## src/rtl/fifo_same_clock_lvl.sv

```systemverilog
// Single-clock first-word-fall-through FIFO with exact fill level, programmable
// almost-full/almost-empty thresholds and flush. Define FIFO_SAME_CLOCK_ERR_EN for sticky ovfl/unfl flags.
module fifo_same_clock_lvl #(
  parameter int DATA_WIDTH = 16,
  parameter int DATA_DEPTH = 4
) (
  input  logic                  clk,
  input  logic                  rst_n,
  input  logic                  flush,
  input  logic                  we,
  input  logic                  re,
`ifdef FIFO_SAME_CLOCK_ERR_EN
  input  logic                  err_clr,
  output logic                  ovfl,
  output logic                  unfl,
`endif
  input  logic [DATA_WIDTH-1:0] data_in,
  output logic [DATA_WIDTH-1:0] data_out,
  input  logic [DATA_DEPTH:0]   af_thresh,
  input  logic [DATA_DEPTH:0]   ae_thresh,
  output logic [DATA_DEPTH:0]   fill,
  output logic                  nempty,
  output logic                  full,
  output logic                  half_full,
  output logic                  almost_full,
  output logic                  almost_empty
);

  localparam int CAP_I = 1 << DATA_DEPTH;
  localparam logic [DATA_DEPTH:0] CAP  = (DATA_DEPTH+1)'(1) << DATA_DEPTH;
  localparam logic [DATA_DEPTH:0] HALF = CAP >> 1;

  logic [DATA_WIDTH-1:0] mem [CAP_I];
  logic [DATA_DEPTH-1:0] wr_ptr;
  logic [DATA_DEPTH-1:0] rd_ptr;
  logic                  clear;
  logic                  wr_ok;
  logic                  rd_ok;
  logic [DATA_DEPTH:0]   next_fill;

  // Handshake: a write is taken when we=1 and the FIFO is not full, or is full
  // but a read frees the slot in the same cycle; a read is taken when re=1 and
  // nempty=1. Requests that are not taken leave all state untouched.
  assign clear     = !rst_n || flush;
  assign wr_ok     = we && (!full || re);
  assign rd_ok     = re && nempty;
  assign next_fill = fill + (DATA_DEPTH+1)'(wr_ok) - (DATA_DEPTH+1)'(rd_ok);

  // Asynchronous read of the head slot gives zero-latency fall-through.
  assign data_out = mem[rd_ptr];

  always_ff @(posedge clk) begin
    if (!clear && wr_ok) begin
      mem[wr_ptr] <= data_in;
    end
  end

  always_ff @(posedge clk) begin
    if (clear) begin
      wr_ptr       <= '0;
      rd_ptr       <= '0;
      fill         <= '0;
      nempty       <= 1'b0;
      full         <= 1'b0;
      half_full    <= 1'b0;
      almost_full  <= (af_thresh == '0);
      almost_empty <= 1'b1;
    end else begin
      if (wr_ok) begin
        wr_ptr <= wr_ptr + DATA_DEPTH'(1);
      end
      if (rd_ok) begin
        rd_ptr <= rd_ptr + DATA_DEPTH'(1);
      end
      // Flags come from next_fill so they always agree with the registered fill.
      fill         <= next_fill;
      nempty       <= (next_fill != '0);
      full         <= (next_fill == CAP);
      half_full    <= (next_fill >= HALF);
      almost_full  <= (next_fill >= af_thresh);
      almost_empty <= (next_fill <= ae_thresh);
    end
  end

`ifdef FIFO_SAME_CLOCK_ERR_EN
  // A set event outranks err_clr so an error in the clearing cycle is not lost.
  always_ff @(posedge clk) begin
    if (clear) begin
      ovfl <= 1'b0;
      unfl <= 1'b0;
    end else begin
      if (we && full && !re) begin
        ovfl <= 1'b1;
      end else if (err_clr) begin
        ovfl <= 1'b0;
      end
      if (re && !nempty) begin
        unfl <= 1'b1;
      end else if (err_clr) begin
        unfl <= 1'b0;
      end
    end
  end
`endif

endmodule
```

## config.mk

```make
export PLATFORM = sky130hd
export DESIGN_NAME = fifo_same_clock_lvl
export DESIGN_NICKNAME = d
export VERILOG_FILES = /design/src/rtl/fifo_same_clock_lvl.sv
export SDC_FILE = /design/constraint.sdc
export NUM_CORES = 1
export LEC_CHECK = 0
export CORE_MARGIN = 2
export CORE_UTILIZATION = 57
export CTS_BUF_LIST = sky130_fd_sc_hd__clkbuf_16
export CTS_CLUSTER_SIZE = 24
export DETAILED_ROUTE_END_ITERATION = 12
export DONT_BUFFER_PORTS = 1
export PLACE_DENSITY = 0.83
export SYNTH_ARGS = -nofsm -noshare
export SYNTH_HDL_FRONTEND = slang
export SYNTH_SLANG_ARGS = --single-unit
```

## constraint.sdc

```tcl
create_clock -name clk -period 2.9 [get_ports clk]
set_input_delay 0.29 -clock clk [delete_from_list [all_inputs] [get_ports clk]]
set_output_delay 0.29 -clock clk [all_outputs]
set_load 0.01 [all_outputs]
```

Word-level counts from Yosys, hierarchy flattened:

Memories as Yosys holds them, arrays and structs flattened. A register that Yosys moved wholly into a read port is not among the register bits.
Cells that the tools add are included.
W data, S select, Z words.

* bits in registers: 18
* memory bits (writable): 256
* output and inout port bits: 26
* word-level logic and storage cells: 32
* memories: 1

* add/sub/neg operators: 4
* $lt $le $gt $ge: 3
* equal/unequal tests: 1
* muxes and demuxes: 5
* reduce and logical (&&, ||, !) cells: 10

Memory list
* mem: words 16, width 16, read ports 1, clocked after Yosys merged registers in 1, wr ports 1, RTL line 33 `logic [DATA_WIDTH-1:0] mem [CAP_I];`

Operators by type and width (count)
* $add A4 B1 Y4 const B: 2
* $mux W4: 2
* $add A5 B1 Y5: 1
* $eq A5 B5 Y1 const B: 1
* $ge A5 B4 Y1 const B: 1
* $ge A5 B5 Y1: 1
* $le A5 B5 Y1: 1
* $logic_not A5 Y1: 1
* $reduce_bool A5 Y1: 1
* $sub A5 B1 Y5: 1
* $logic_and A1 B1 Y1: 3
* $logic_not A1 Y1: 3
* $mux W1: 3
* $logic_or A1 B1 Y1: 2

Depth between registers and ports, before layout:

* depth in word-level cells: 7
* depth in mapped cells: 15
* mapped depth without buffers: 15

Worst setup path before layout:

No wires, ideal clock.

* path kind: reg2reg
* start point: reg full
* end point: reg almost_full
* library setup time: 0.124 ns
* data arrival time: 2.856 ns
* required time: 2.776 ns
* setup slack: -0.080 ns
* cell stages (with the launch flop): 16
* buffers on the path: 0
* clock period less this slack: 2.980 ns
* cells stage by stage: dfxtp_1 -> nand2b_1 -> nand2_1 -> ha_1 -> inv_1 -> ha_1 -> fa_1 -> a21o_1 -> a21oi_1 -> xnor2_1 -> inv_1 -> ha_1 -> a21oi_1 -> nor2_1 -> a31oi_1 -> o21ai_0

* cells in the longest elaborated chain, start to end: 7

RTL lines
* from (decl): RTL line 23 `output logic full,`
* from (signal assigned): RTL line 78 `full <= (next_fill == CAP);`
* $logic_not A1 Y1: RTL line 45 `assign wr_ok = we && (!full || re);`
* $logic_or A1 B1 Y1: RTL line 45
* $logic_and A1 B1 Y1: RTL line 45
* $add A5 B1 Y5: RTL line 47 `assign next_fill = fill + (DATA_DEPTH+1)'(wr_ok) - (DATA_DEPTH+1)'(rd_ok);`
* $sub A5 B1 Y5: RTL line 47
* via next_fill[4]: RTL line 39 `logic [DATA_DEPTH:0] next_fill;`
* $ge A5 B5 Y1: RTL line 80 `almost_full <= (next_fill >= af_thresh);`
* $mux W1: RTL line 59 `if (clear) begin`
* to (signal assigned): RTL line 66 `almost_full <= (af_thresh == '0);`
* to (signal assigned): RTL line 80
* to (decl): RTL line 25 `output logic almost_full,`

The timed path passes the listed nets, and every way through them passes these cells.
A chain may end at the register's enable or synchronous reset.

Worst setup path after layout:

* start point: reg full
* end point: reg almost_empty

* cells in the longest elaborated chain, start to end: 6

RTL lines
* $logic_not A1 Y1: RTL line 45
* $logic_or A1 B1 Y1: RTL line 45
* $logic_and A1 B1 Y1: RTL line 45
* $add A5 B1 Y5: RTL line 47
* $sub A5 B1 Y5: RTL line 47
* via next_fill[4]: RTL line 39
* $le A5 B5 Y1: RTL line 81 `almost_empty <= (next_fill <= ae_thresh);`
* to (signal assigned): RTL line 81
* to (decl): RTL line 26 `output logic almost_empty`

The timed path passes the listed nets, and every way through them passes these cells.

==> impl_results.md <==
- Net switching power: between 0.0015 and 0.002 W
- Crit path kind: register to register
- Flip-flop and latch count after synthesis: about 280
- Number of max-slew violations in the final report: 0
- Finish-stage setup viols: 0
- H-tree lvl count: 1
- Cell type of the slowest stage on the worst timing path: fa_2
- Layout area overhead: 14.7%
- Grt met3 use: under 10%
- Critical path required time: between 3 and 4 ns
- Io pins: 57
- Initial cell density of the core: 58.1%
- Cell area after technology mapping: ~0.011 mm²
- FILL cells: around 1.2k
- Area share of the leading cell type in the synthesized netlist: about 71%
- Critical path fanouts, max: 2
- Share of the clock period used by the worst path after layout: between 90% and 100%
- Average wire per standard cell: between 20 and 30 µm
- Depth of the worst register-to-register path: 14
- TritonCTS clock tree: built
- Most frequent cell on the critical path: ha_1
- Peak supply drop: roughly 0.45 mV
- Worst path depth: 14
- Number of rows in the core area: 50
- Fraction of layout cells with a size suffix above 1: around 24%
- Source of the critical timing path: full$_SDFF_PN0_
- Post-synth top flop: edfxtp_1
- GR met1 Demand/Resource: a little under a third
- Tightest slew margin relative to the limit: about two fifths
- Endpoint of the worst register-to-register path: almost_empty$_SDFF_PN1_
- Area of the core: 0.0187 mm²
- Die height: roughly 140 µm
- Number of max-capacitance violations reported: 0
- Async set-or-reset flop fraction in the synthesized netlist: 0%
- Crit end category: register
- GRT Overall Usage: between 20% and 30%
- Share of synthesized area occupied by flip-flops and latches: about 75%
- Post-CTS clock slew at the launch and capture registers of the worst setup and hold paths: approximately 0.060 ns
- Total half-perimeter wirelength after legalization and detailed placement: 13.5 mm
- Starting DRT DRC Count: between 500 and 600
- Full die area: approximately 0.020 mm²
- Congestion Overflow GR: 0
- Power share of the combinational group: roughly 5.0%
- Flop pwr share: ~54%
- Unique masters post-synth: 32
- Signal arrival time at the worst endpoint: roughly 3.2 ns
- Drt first pass iters: 5
- Total power per unit cell area: ~660 mW/mm²
- Placer Congestion: 0.801
- Number of flops mapped to enable cells by yosys: about 260
- Final Critical Period: approximately 2.8 ns
- Post-synthesis area per instance: ~20 µm²
- Via count of the first global-routing pass: 5799
- DRC violation count after routing: 0
- Outcome: completed
- Final antenna-violating net count: 0
- Yosys warning total: 0
- Antenna violations before repair: 3
- Upper clock frequency limit: between 0.3 and 0.4 GHz
- Internal Power: approximately 0.0066 W
- Total leakage power: 4.10 nW
- Min-delay worst type: input port to register
- Total via count in the routed design: roughly 5.5k
- Post-detailed-route via-to-cell ratio: between 6 and 7
- Setup TNS: 0 ns
- Fraction of power consumed by the clock network: between 40% and 50%
- Net count reported at finish: between 600 and 700
- Cell type with the highest aggregate area in the netlist: edfxtp_1
- GRT Max-Usage Layer: met2
- Ordered list of cells on the worst path: nand2b_1 > nand2_2 > ha_1 > inv_1 > ha_1 > fa_2 > a21o_1 > a21oi_2 > xnor2_2 > inv_2 > ha_1 > nand2_1 > o21bai_1 > a21o_1
- Skew-Pair Late Insertion Delay: around 0.55 ns
- Pin count of the biggest net entering global routing: 65
- Wire length of the first global-routing pass: roughly 35 mm
- Crit path to: almost_empty$_SDFF_PN1_
- Crit-path leading delay family: adder cells
- Clock tree sinks: roughly 280
- Met2 Use GR: about two fifths
- Post-Route Skew: around 0.024 ns
- Start of the worst register-to-register path: full$_SDFF_PN0_
- Post-placement setup slack: -0.0659 ns
- Crit path launch type: register
- Clock buffer count from CTS: 27
- Worst path bufs/invs: 2
- Cell at the root of the clock tree: clkbuf_16
- Worst slew pin tran: just under 0.9 ns
- Hold Fails Final Rpt: 0
- Sw frac: between 20% and 30%
- Total routed wirelength: about 23 mm
- Width of the chip: roughly 140 µm
- Final WS setup: ~0.15 ns
- Area taken by flip-flops and latches: ~0.008 mm²
- Cell count after synthesis: 543
- Slowest cell delay on critical path: around 0.38 ns
- Setup slack of the most critical reg-to-reg path: between 0.1 and 0.15 ns
- Net count of the mapped netlist: about 600
- Maximum number of buffers from clock root to sink: 3
- Setup repair after global routing missed its margin: no
- Synth top area cells: edfxtp_1 (71%), mux4_2 (13%), dfxtp_1 (4.1%), ha_1 (2.3%), a22oi_1 (2.2%)
- Port Buf Inserts: 0
- Combined area of the multi-input logic cells: ~0.0026 mm²
==> layout by cell type (no fill, tap or decap), drive strengths merged, types with 14 or more instances in the layout <==
cell type | synthesis | layout
nand2 | 21 | 21
clkbuf | 10 | 27
mux4 | 64 | 64
ha | 20 | 20
dfxtp | 22 | 22
inv | 20 | 24
a22oi | 32 | 32
nor2 | 14 | 14
dlygate4sd3 | 0 | 19
buf | 14 | 38
edfxtp | 256 | 256
and2 | 20 | 20
==> power groups by stage <==
stage / Clock, W / Combinational [W] / Sequential, W
final: 0.00344 / 0.000412 / 0.00443
after global routing: 0.00362 / 0.000448 / 0.00443
after CTS: 0.00348 / 0.000386 / 0.00443
after detailed placement: 0 / 0.000316 / 0.00451
after global placement: 0 / 0.000290 / 0.00451
after floorplan: 0 / 0.000236 / 0.00451
==> routing by layer <==
metal	up-vias	part of all wire [%]	routed length (µm)
met5	-	0	0
met4	0	4.1	942
met3	74	9.1	2110
met2	315	51	11800
met1	2796	36	8330
li1	2332	-	-
==> Yosys cell counts (5+ instances only) <==
master and instances:
edfxtp_1 256, mux4_2 64, a22oi_1 32, dfxtp_1 22, nand2_1 21, and2_1 20, ha_1 20, inv_1 20
nor2_1 14, clkbuf_1 10, a21oi_1 7, xnor2_1 6, buf_1 5, buf_6 5, nand3_1 5, nor4_1 5
==> tightest hold or removal path: stages <==
cell and delay (ns):
nand3_1 0.06, xnor2_1 0.07, nor2_1 0.09
==> repair_timing <==
item,CTS,global route
gates resized for setup,1,4
setup endpoints to repair,2,2
pin swaps,0,3
endpoints found under the hold margin,260,0
buffers inserted,1,0
hold buffers,19,0
==> sequential cells by signal (all words and copies together), names as in the netlist, named ones only <==
signal,cells
fill,5
half_full,1
almost_empty,1
nempty,1
almost_full,1
full,1
wr_ptr,4
rd_ptr,4
mem,256
==> layout make-up <==
type | count | area share (%)
flip-flops and latches | 278 | 65.2
multi-input cells | 221 | 20.6
clock buffers | 27 | 5.42
repair buffers | 57 | 4.11
well taps | 234 | 2.35
clock inverters | 23 | 1.68
inverters | 20 | 0.602
diodes | 3 | 0.0602
==> worst min path at each step <==
| stage | to | slack [ns] | cells past startpoint | start |
|---|---|---|---|---|
| 2_1_floorplan | mem[0][0]$_DFFE_PP_ | 0.39 | 0 | data_in[0] |
| 3_3_place_gp | mem[5][7]$_DFFE_PP_ | 0.39 | 0 | data_in[7] |
| 3_5_place_dp | mem[5][7]$_DFFE_PP_ | 0.39 | 0 | data_in[7] |
| 4_1_cts | wr_ptr[3]$_SDFFE_PN0P_ | 0.002 | 3 | we |
| 5_1_grt | wr_ptr[3]$_SDFFE_PN0P_ | 0.03 | 3 | we |
| 6_report | wr_ptr[3]$_SDFFE_PN0P_ | 0.03 | 3 | we |
==> per-stage QoR <==
step / area, µm² / total power, W / utilization, % / std cells / hold WS (ns)
6_report: 12500 / 0.00828 / 66.7 / 863 / 0.0280
5_1_grt: 12500 / 0.00850 / 66.6 / 862 / 0.0314
4_1_cts: 12400 / 0.00830 / 66.5 / 860 / 0.00153
3_5_place_dp: 11400 / 0.00483 / 60.7 / 790 / 0.389
3_3_place_gp: 11400 / 0.00480 / 60.7 / 790 / 0.389
2_1_floorplan: 10900 / 0.00474 / - / 543 / 0.389
==> kinds of logic after synthesis <==
logic type | after synthesis | share of synthesized area (%)
AND/OR/NAND/NOR | 77 | 3.58
XOR/XNOR | 10 | 0.806
multiplexers | 64 | 13.3
adder cells (fa/ha/maj) | 21 | 2.49
AO/OA/AOI/OAI | 49 | 3.15
flip-flops | 278 | 74.8
buffers and inverters | 44 | 1.96
Power figures use the tool's default switching activity.
